[config.mk]
export PLATFORM = sky130hd
export DESIGN_NAME = hwag_coil_channel
export DESIGN_NICKNAME = d
export VERILOG_FILES = /design/src/rtl/hwag_coil_channel.sv
export SDC_FILE = /design/constraint.sdc
export NUM_CORES = 1
export LEC_CHECK = 0
export CORE_MARGIN = 5
export CORE_UTILIZATION = 52
export CTS_CLUSTER_DIAMETER = 100
export DETAILED_ROUTE_END_ITERATION = 10
export PLACE_DENSITY = 0.88
export SYNTH_ARGS = -nofsm -noshare
export SYNTH_HDL_FRONTEND = slang
export SYNTH_SLANG_ARGS = --single-unit
[constraint.sdc]
create_clock -name clk -period 6.4 [get_ports clk]
set_input_delay 1.28 -clock clk [delete_from_list [all_inputs] [get_ports clk]]
set_output_delay 1.28 -clock clk [all_outputs]
set_load 0.1 [all_outputs]
[src/rtl/hwag_coil_channel.sv]
// rtl/hwag_coil_channel.sv - ignition coil channel: angle-scheduled dwell and fire
// Optional dwell limit enabled by defining HWAG_COIL_DWELL_LIMIT_EN.
module hwag_coil_channel #(
  parameter int W  = 24,
  parameter int DW = 24
) (
  input  logic          clk,
  input  logic          rst,
  input  logic          hwag_start,
  input  logic          ena,
  input  logic [W-1:0]  acnt,
  input  logic [W-1:0]  acnt_top,
  input  logic          upd,
  input  logic [W-1:0]  ign_angle,
  input  logic [W-1:0]  acc_angle,
  input  logic [DW-1:0] max_dwell,
  output logic          coil_out,
  output logic          fire,
  output logic          busy,
  output logic          err_sync,
  output logic          err_dwell
);

  typedef enum logic [1:0] {S_IDLE, S_WAIT, S_CHARGE} state_t;

  state_t       state_q;
  logic [W-1:0] ign_sh_q, acc_sh_q, ign_q, acc_q;
  logic         coil_q, fire_q, err_sync_q;
  logic [W:0]   start_w;
  logic         acc_off, start_hit, ign_hit, dwell_hit;

  // Start angle wraps back through acnt_top when the dwell spans the cycle boundary.
  always_comb begin
    start_w = '0;
    if (ign_q >= acc_q)
      start_w = {1'b0, ign_q} - {1'b0, acc_q};
    else
      start_w = {1'b0, ign_q} + {1'b0, acnt_top} + (W+1)'(1) - {1'b0, acc_q};
  end

  assign acc_off   = (acc_q == '0) || (acc_q > acnt_top);
  assign start_hit = !acc_off && ({1'b0, acnt} == start_w) && (start_w != {1'b0, ign_q});
  assign ign_hit   = (acnt == ign_q);

`ifdef HWAG_COIL_DWELL_LIMIT_EN
  logic [DW-1:0] dwell_q, dwell_d;
  logic          err_dwell_q;

  assign dwell_d   = dwell_q + DW'(1);
  assign dwell_hit = (max_dwell != '0) && (dwell_d == max_dwell);

  always_ff @(posedge clk) begin
    if (rst || state_q != S_CHARGE) dwell_q <= '0;
    else                            dwell_q <= dwell_d;
  end

  always_ff @(posedge clk) begin
    if (rst)
      err_dwell_q <= 1'b0;
    else if (state_q == S_CHARGE && ena && hwag_start && !ign_hit && dwell_hit)
      err_dwell_q <= 1'b1;
  end

  assign err_dwell = err_dwell_q;
`else
  logic unused_max_dwell;
  assign unused_max_dwell = ^max_dwell;
  assign dwell_hit        = 1'b0;
  assign err_dwell        = 1'b0;
`endif

  always_ff @(posedge clk) begin
    if (rst) begin
      ign_sh_q <= '0;
      acc_sh_q <= '0;
    end else if (upd) begin
      ign_sh_q <= ign_angle;
      acc_sh_q <= acc_angle;
    end
  end

  always_ff @(posedge clk) begin
    if (rst) begin
      state_q    <= S_IDLE;
      coil_q     <= 1'b0;
      fire_q     <= 1'b0;
      err_sync_q <= 1'b0;
      ign_q      <= '0;
      acc_q      <= '0;
    end else begin
      fire_q <= 1'b0;
      if (!ena) begin
        state_q <= S_IDLE;
        coil_q  <= 1'b0;
      end else begin
        case (state_q)
          S_IDLE: begin
            if (hwag_start) begin
              state_q <= S_WAIT;
              ign_q   <= ign_sh_q;
              acc_q   <= acc_sh_q;
            end
          end
          S_WAIT: begin
            if (!hwag_start) begin
              state_q <= S_IDLE;
            end else if (start_hit) begin
              state_q <= S_CHARGE;
              coil_q  <= 1'b1;
            end
          end
          S_CHARGE: begin
            // Losing sync mid-charge aborts without a spark; the coil is just released.
            if (!hwag_start) begin
              state_q    <= S_IDLE;
              coil_q     <= 1'b0;
              err_sync_q <= 1'b1;
            end else if (ign_hit || dwell_hit) begin
              state_q <= S_WAIT;
              coil_q  <= 1'b0;
              fire_q  <= 1'b1;
              ign_q   <= ign_sh_q;
              acc_q   <= acc_sh_q;
            end
          end
          default: begin
            state_q <= S_IDLE;
            coil_q  <= 1'b0;
          end
        endcase
      end
    end
  end

  assign coil_out = coil_q;
  assign fire     = fire_q;
  assign busy     = (state_q != S_IDLE);
  assign err_sync = err_sync_q;

endmodule

Yosys cells after proc, flatten, opt, wreduce, memory -nomap -nowiden
Cells that the tools add are included.
{"block": "word_totals", "reg_bits": 101, "in_bits": 125, "output_inout_bits": 5, "elab_cells": 65}
{"block": "classes", "addsub": 4, "order_cmp": 2, "eq_ne": 12, "n_mux": 21, "bitwise": 4, "reduce_logical": 14}
{"operator": "$mux W24", "count": 6}
{"operator": "$pmux W24 S2", "count": 2}
{"operator": "$add A24 B24 Y25", "count": 1}
{"operator": "$add A25 B1 Y25 const B", "count": 1}
{"operator": "$eq A24 B25 Y1", "count": 1}
{"operator": "$mux W25", "count": 1}
{"operator": "$ne A25 B24 Y1", "count": 1}
{"operator": "$sub A24 B24 Y25", "count": 1}
{"operator": "$sub A25 B24 Y25", "count": 1}
{"operator": "$eq A24 B24 Y1", "count": 1}
{"operator": "$ge A24 B24 Y1", "count": 1}
{"operator": "$gt A24 B24 Y1", "count": 1}
{"operator": "$logic_not A24 Y1", "count": 1}
{"operator": "$mux W2", "count": 5}
{"operator": "$ne A2 B2 Y1 const B", "count": 5}
{"operator": "$ne A3 B3 Y1 const B", "count": 2}
{"operator": "$pmux W2 S3", "count": 1}
{"operator": "$reduce_and A3 Y1", "count": 2}
{"operator": "$mux W1", "count": 5}
{"operator": "$reduce_and A5 Y1", "count": 1}
{"operator": "$not A1 Y1", "count": 4}
{"operator": "$reduce_and A4 Y1", "count": 1}
{"operator": "$reduce_bool A2 Y1", "count": 2}
{"operator": "$reduce_or A4 Y1", "count": 1}
{"operator": "8 further kinds", "count": 9}

Logic depth before layout (Yosys ltp)
Gate-level depths: netlist of run 1.
{"block": "logic_depth", "depth_word": 10, "mapped_depth": 18, "depth_no_buf": 18}

Worst setup path before layout of run 1
No wires, ideal clock.
{"block": "synth_path", "kind": "input port to flip-flop", "from": "input port acnt_top[0]", "to": "register coil_q, in the netlist coil_out", "setup_time_ns": 0.124, "t_arrival_ns": 5.271, "required_ns": 6.276, "slack_ns": 1.005, "stages": 18, "path_buffers": 0, "path_cell_list": "inv_1 -> fa_1 -> inv_1 -> ha_1 -> or2_2 -> fa_1 -> a21o_1 -> a221o_1 -> nand2_1 -> o211ai_1 -> or3_1 -> a21oi_1 -> o22ai_1 -> a2111o_1 -> or4b_1 -> o2111ai_1 -> nor3_1 -> mux2i_1"}
{"block": "synth_between", "elab_chain_cells": 9, "elab_cells_between_ends": 13, "cone_classes": "add/sub (3); order compare (1); eq/ne (3); mux (1); reduce/logical (5)"}
{"item": "start, declared", "line_no": "12", "text": "input logic [W-1:0] acnt_top,"}
{"item": "$add A24 B24 Y25", "line_no": "38", "text": "start_w = {1'b0, ign_q} + {1'b0, acnt_top} + (W+1)'(1) - {1'b0, acc_q};"}
{"item": "$add A25 B1 Y25", "line_no": "38"}
{"item": "$sub A25 B24 Y25", "line_no": "38"}
{"item": "$mux W25", "line_no": "35", "text": "if (ign_q >= acc_q)"}
{"item": "$eq A24 B25 Y1", "line_no": "42", "text": "assign start_hit = !acc_off && ({1'b0, acnt} == start_w) && (start_w != {1'b0, ign_q});"}
{"item": "$logic_and A1 B1 Y1", "line_no": "42"}
{"item": "$logic_and A1 B1 Y1 *", "line_no": "42"}
{"item": "$ne A2 B2 Y1 (no source line) *"}
{"item": "$reduce_and A4 Y1 (no source line) *"}
{"item": "end signal, assigned", "line_no": "85", "text": "coil_q <= 1'b0;"}
{"item": "end signal, assigned", "line_no": "94", "text": "coil_q <= 1'b0;"}
{"item": "end signal, assigned", "line_no": "109", "text": "coil_q <= 1'b1;"}
{"item": "end, declared", "line_no": "28", "text": "logic coil_q, fire_q, err_sync_q;"}
Mark *: on every way between the ends. The rest lies on a longest branch, timed or not.
A chain may end at the register's enable or synchronous reset.

Final worst setup path of run 1
{"block": "layout_path", "from": "input port acnt_top[0]", "to": "register state_q[0]"}
{"block": "layout_between", "elab_chain_cells": 9, "elab_cells_between_ends": 13, "cone_classes": "add/sub (3); order compare (1); eq/ne (3); mux (1); reduce/logical (5)"}
{"item": "$add A24 B24 Y25", "line_no": "38"}
{"item": "$add A25 B1 Y25", "line_no": "38"}
{"item": "$sub A25 B24 Y25", "line_no": "38"}
{"item": "$mux W25", "line_no": "35"}
{"item": "$eq A24 B25 Y1", "line_no": "42"}
{"item": "$logic_and A1 B1 Y1", "line_no": "42"}
{"item": "$logic_and A1 B1 Y1 *", "line_no": "42"}
{"item": "$ne A3 B3 Y1 (no source line) *"}
{"item": "$reduce_and A3 Y1 (no source line) *"}
{"item": "end signal, assigned", "line_no": "84", "text": "state_q <= S_IDLE;"}
{"item": "end signal, assigned", "line_no": "93", "text": "state_q <= S_IDLE;"}
{"item": "end signal, assigned", "line_no": "99", "text": "state_q <= S_WAIT;"}
{"item": "end, declared", "line_no": "26", "text": "state_t state_q;"}
Marks and branches as above.

==> results of run 1 <==
cells in the final DEF, fill, tap and decap left out, drive strengths merged, types with 5 or more instances in the layout:
cell / n
o311ai: 8
dfxtp: 101
inv: 129
a211oi: 10
nor4: 20
nand3: 18
nand2: 75
nor3: 25
a21o: 22
xor2: 36
clkdlybuf4s50: 102
xnor2: 52
ha: 74
and2: 7
o22ai: 5
nand2b: 10
clkbuf: 13
mux2i: 104
or2: 6
buf: 18
and3: 12
nor2: 142
xnor3: 7
a211o: 5
o21a: 8
a31oi: 9
or3: 15
a21oi: 75
fa: 25
o21ai: 48
o211ai: 8
nand4: 23
logic make-up after synthesis:
kind of cell | share of synthesized area, %
AOI/OAI and AO/OA | 17.1
muxes | 10.9
and+or+nand+nor | 18.7
DFF | 20.9
other | 0.0388
xor gates and xnor gates | 9.84
buffers and inverters | 7.78
adders and majority gates | 14.7
critical path, cell delays in order:
cell and delay [ns]:
clkdlybuf4s50_1 0.47, inv_1 0.06, fa_1 0.55, inv_1 0.05
ha_1 0.18, or2_2 0.29, fa_1 0.41, a21o_1 0.21
a221o_1 0.40, buf_4 0.17, nand2_1 0.06, o211ai_1 0.08
or3_1 0.36, a21oi_1 0.14, o22ai_1 0.12, a2111o_1 0.34
or4b_1 0.54, o2111ai_1 0.20, buf_4 0.16, o21ai_0 0.08
a21oi_1 0.16
state kept, by name (all words and copies together) (netlist names):
signal / flops
acc_q: 24
acc_sh_q: 24
ign_q: 24
ign_sh_q: 24
state_q: 2
coil_out: 1
err_sync: 1
fire: 1
layer usage:
metal  vias to the layer above  share of wire, %  global-route usage, %
li1                       4389                 -                      -
met4                         0               3.9                   10.6
met1                      4363                41                   35.9
met3                        76               8.3                   2.32
met5                         -                 0                      0
met2                       451                46                   44.1
through the flow:
step           setup WS, ns  area [um^2]
5_1_grt              0.0189        11100
6_report              0.345        11100
3_3_place_gp          0.117        10900
2_1_floorplan          1.00         9680
4_1_cts               0.376        11100
3_5_place_dp         0.0646        10900
where the power goes:
part / switching (mW) / internal, mW / total, mW
registers: 0.0297 / 0.654 / 0.684
logic: 0.691 / 0.499 / 1.19
clock network: 0.226 / 0.275 / 0.501
total: 0.947 / 1.43 / 2.37
cell type report:
cell class                      count  area share [%]
Clock buffer                       13            2.25
Tap cell                          229            2.57
Inverter                          129            4.35
Clock inverter                      3           0.191
Timing Repair Buffer              120            10.3
Sequential cell                   101            18.1
Multi-Input combinational cell    924            62.2
path summary, 6_finish.rpt:
path,from,end,depth (start not counted)
worst max register to register,ign_q[2],state_q[1],18
worst max-delay path,acnt_top[0],state_q[0],21
worst min register to register,acc_sh_q[2],acc_q[2],2
worst min-delay path,acc_sh_q[2],acc_q[2],2
==> summary.md, run 1 <==
| Metric | Value |
|---|---|
| WL/cell | `about 19 um` |
| Share of cells above drive strength 1 | `4.42%` |
| Diode count | `0` |
| RD Place Congestion | `slightly below 1` |
| Fin crit period | `6.06 ns` |
| DRT Pass-1 Iters | `6` |
| Final net count | `1,509` |
| Slew Limit Fails | `0` |
| Status | `finished, final reports clean` |
| Synth Flop Type | `dfxtp_1` |
| Setup Crit Path Kind | `in2reg` |
| IO Count | `130` |
| Post-CTS setup buffer count | `0` |
| Synthesized cell area | `9680 um^2` |
| Placed Cells | `1,503` |
| CP Max Fanout | `3` |
| Num CTS Buffers | `9` |
| CTS sink cnt | `roughly 100` |
| Die height | `146 um` |
| Final cell count without fillers | `1,519` |
| Register area | `2020 um^2` |
| Ranking of synthesized cells by area | `dfxtp_1, mux2i_1, ha_1` |
| Initial antenna violation count | `0` |
| Syn_nets | `around 1,400` |
| DR DRC count | `0` |
| Util after Layout | `61.4%` |
| CTS clk-pin slew, worst paths | `about 0.07 ns` |
| Worst setup SP type | `input port` |
| Hold buffers post-CTS | `0` |
| Top cell type's share of synthesized area | `between 20% and 30%` |
| Maximum VDD drop | `~0.2 mV` |
| Vias | `9,279` |
| Largest net degree at the start of global routing | `51` |
| Synth cell types | `82` |
| Final Hold Viols | `0` |
| Req. time, crit path | `6.66 ns` |
| Tcrit/Tclk final | `94.6%` |
| RSZ-0062 raised after global routing | `false` |
| R2R Setup Slk | `1.24 ns` |
| Yosys warns | `0` |
| First-pass GRT wire length | `46,100 um` |
| Critical Path AT | `6.32 ns` |
| P_leak | `a little over 5 nW` |
| Initial DRC Count | `835` |
| Worst min-delay path class | `reg2reg` |
| Largest area contributor in the netlist | `dfxtp_1` |
| Overflow after GRT | `0` |
| Post-Syn Instances | `1,213` |
| Post-cts resize count | `0` |
| Most frequent cells after synthesis | `nor2_1, inv_1, mux2i_1, dfxtp_1` |
| Area of the multi-input gates | `between 6000 and 7000 um^2` |
| Clock Skew | `0.0103 ns` |
| FP Rows | `49` |
| Hold Slack | `0.490 ns` |
| Fmax | `between 150 and 200 MHz` |
| Total power | `2.37 mW` |
| Total negative setup slack | `0 ns` |
| Initial core utilization | `a little over half` |
| # port buffers | `approximately 100` |
| Endpoint type of the worst setup path | `flip-flop` |
| Area of the die | `between 20,000 and 25,000 um^2` |
| H-tree depth | `3` |
| CTS root buf | `clkbuf_16` |
| Area growth, synth to finish | `15.1%` |
| Max_slew headroom | `34.6%` |
| Synth Area per Inst | `roughly 8.0 um^2` |
| Aggregate global-route resource usage | `26.6%` |
| Sequential area share after synthesis | `20.9%` |
| Slew @ Worst Pin | `0.977 ns` |
| Antenna viol nets, final | `0` |
| Worst-Skew Late Latency | `0.34 ns` |
| Final WL | `29,600 um` |
| Top-count cell post-synth | `nor2_1` |
| Async SR Flop Fraction | `0%` |
| Core area | `18,100 um^2` |
| PwrDens | `approximately 210 nW/um^2` |
| Post-synth EDFFs | `0` |
| Clk buf depth | `2` |
| Vias per cell | `6.11` |
| Die width | `roughly 150 um` |
| Vias in the first global route | `8,803` |
| Max-cap violations | `0` |
| CTS tree | `yes` |
| DP HPWL | `24,000 um` |
| Seq cells post-synth | `101` |
| Final setup vio count | `0` |
| Fillers | `1,567` |
Note: power is estimated with default switching activity, not from simulation.
==> run 2: changes to the inputs <==
--- a/config.mk
+++ b/config.mk
@@ -6,4 +6,5 @@
 export NUM_CORES = 1
 export LEC_CHECK = 0
+export CAP_MARGIN = 0
 export CORE_MARGIN = 5
 export CORE_UTILIZATION = 52
==> constraint.sdc (replaced) <==
create_clock -name clk -period 6.4 [get_ports clk]
set_input_delay 0.64 -clock clk [delete_from_list [all_inputs] [get_ports clk]]
set_output_delay 0.64 -clock clk [all_outputs]
set_load 0.1 [all_outputs]
==> summary.md, run 2 (synthesis results as in run 1) <==
| Metric | Value |
|---|---|
| DRT Pass-1 Iters | `6` |
| CTS root buf | `clkbuf_16` |
| Tcrit/Tclk final | `88.6%` |
| Cell Chain, Critical Path | `clkdlybuf4s50_1 > inv_1 > fa_1 > inv_1 > ha_1 > or2_2 > fa_1 > a21o_1 > a221o_1 > a2bb2oi_1 > a21oi_1 > o31ai_1 > xor2_1 > mux2i_1 > xnor2_1 > or4b_1 > o2111ai_1 > o21ai_0 > a21oi_1` |
| Max stage delay on crit path | `between 0.5 and 0.6 ns` |
| GR Layer Usage met3 | `slightly below 4%` |
| Req. time, crit path | `6.67 ns` |
| M2 GR Usage | `43.9%` |
| Final Worst Setup Slack | `0.728 ns` |
| First-pass GRT wire length | `45,800 um` |
| Die width | `around 150 um` |
| Vias | `9,131` |
| Setup Crit Path Kind | `in2reg` |
| Final WL | `around 30,000 um` |
| # port buffers | `104` |
| DR DRC count | `0` |
| Critical Path AT | `5.94 ns` |
| Post-cts resize count | `0` |
| CTS tree | `yes` |
| Worst min-delay path class | `reg2reg` |
| CP top delay family | `compound AO/OA/AOI/OAI gates` |
| FP Rows | `around 50` |
| Status | `finished, final reports clean` |
| Max-cap violations | `0` |
| Final net count | `1,498` |
| H-tree depth | `3` |
| Slew @ Worst Pin | `0.975 ns` |
| Total negative setup slack | `0 ns` |
| P_leak | `5.15 nW` |
| Final setup vio count | `0` |
| Worst setup SP type | `input port` |
| Vias in the first global route | `roughly 8,700` |
| Crit path buf inv count | `3` |
| GR peak layer | `met2` |
| Die height | `about 150 um` |
| Initial core utilization | `53.3%` |
| Overflow after GRT | `0` |
| Vias per cell | `6.06` |
| Clk buf depth | `2` |
| Hold buffers post-CTS | `0` |
| Initial antenna violation count | `0` |
| Diode count | `0` |
| DP Area | `approximately 11,000 um^2` |
| RD Place Congestion | `1.01` |
| Initial DRC Count | `772` |
| Share of cells above drive strength 1 | `3.75%` |
| Worst-Skew Late Latency | `between 0.3 and 0.4 ns` |
| Final Hold Viols | `0` |
| Place WS | `0.462 ns` |
| Max_slew headroom | `between 30% and 40%` |
| IO Count | `130` |
| Post-CTS setup buffer count | `0` |
| CP Max Fanout | `5` |
| Slew Limit Fails | `0` |
| CTS sink cnt | `101` |
| PwrDens | `~220 nW/um^2` |
| Slowest-stage cell, CP | `fa_1` |
| Aggregate global-route resource usage | `26.6%` |
| WL/cell | `19.4 um` |
| Num CTS Buffers | `9` |
| Fin area | `between 10,000 and 15,000 um^2` |
| Fmax | `176 MHz` |
| Commonest non-fill, non-tap cell in the layout | `nor2_1` |
| Area growth, synth to finish | `14.6%` |
| Endpoint type of the worst setup path | `flip-flop` |
| Clock Skew | `0.00508 ns` |
| CTS clk-pin slew, worst paths | `0.07 ns` |
| Met1 global-route usage | `a little over a third` |
| Area of the die | `21,400 um^2` |
| Fin crit period | `5.67 ns` |
| Maximum VDD drop | `0.228 mV` |
| DP HPWL | `approximately 24,000 um` |
| Core area | `18,100 um^2` |
| Fillers | `1,566` |
| Antenna viol nets, final | `0` |
| RSZ-0062 raised after global routing | `false` |
| Highest-count cells in the layout ignoring fill and taps | `nor2_1, inv_1, mux2i_1` |
| Largest net degree at the start of global routing | `99` |
run 2: cell types whose count changed in the layout (fill, tap and decap cells not counted):
cell,delta
a2bb2oi_2,-1
clkbuf_2,+1
bufinv_16,+1
buf_4,-12
clkbuf_1,-3
clkbuf_8,-1
clkinv_4,+1
inv_8,+2
a2bb2oi_1,+1
run 2: per-stage QoR:
step | hold slack [ns] | utilization [%] | total power [mW] | instances
floorplan | 0.460 | - | 1.54 | 1213
global placement | 0.463 | 59.4 | 1.83 | 1491
detailed placement | 0.465 | 59.4 | 1.84 | 1491
CTS | 0.477 | 61.1 | 2.39 | 1507
global route | 0.516 | 61.1 | 2.55 | 1508
finish | 0.475 | 61.1 | 2.42 | 1508
run 2: final timing paths:
check                                  from  slack (ns)  cells after the start         end
worst max-delay path            acnt_top[0]        0.73                     19  state_q[0]
worst min-delay path               coil_out        0.48                      2    coil_out
worst max register to register     ign_q[0]        1.02                     18  state_q[0]
worst min register to register     coil_out        0.48                      2    coil_out
run 2: worst min-delay path, stage by stage (launching register included):
cell and delay [ns]:
dfxtp_1 0.32, nand3_1 0.06, mux2i_1 0.05
run 2: layout make-up:
class	count	area, um^2	share of cell area, %
clock buffers	9	225	2.03
clock inverters	7	82.6	0.745
inverters	129	484	4.37
multi-input cells	924	6920	62.4
flip-flops and latches	101	2020	18.2
well taps	229	287	2.58
repair buffers	109	1070	9.62
run 2: power by group:
part	total, mW	switching, mW	internal, mW
clock	0.553	0.244	0.309
combinational	1.18	0.692	0.489
sequential	0.683	0.0294	0.654
run 2: per-layer routing:
layer,routed length (um),up-vias
met4,1110,0
met5,0,-
met1,12500,4311
li1,-,4372
met3,2290,62
met2,13300,386
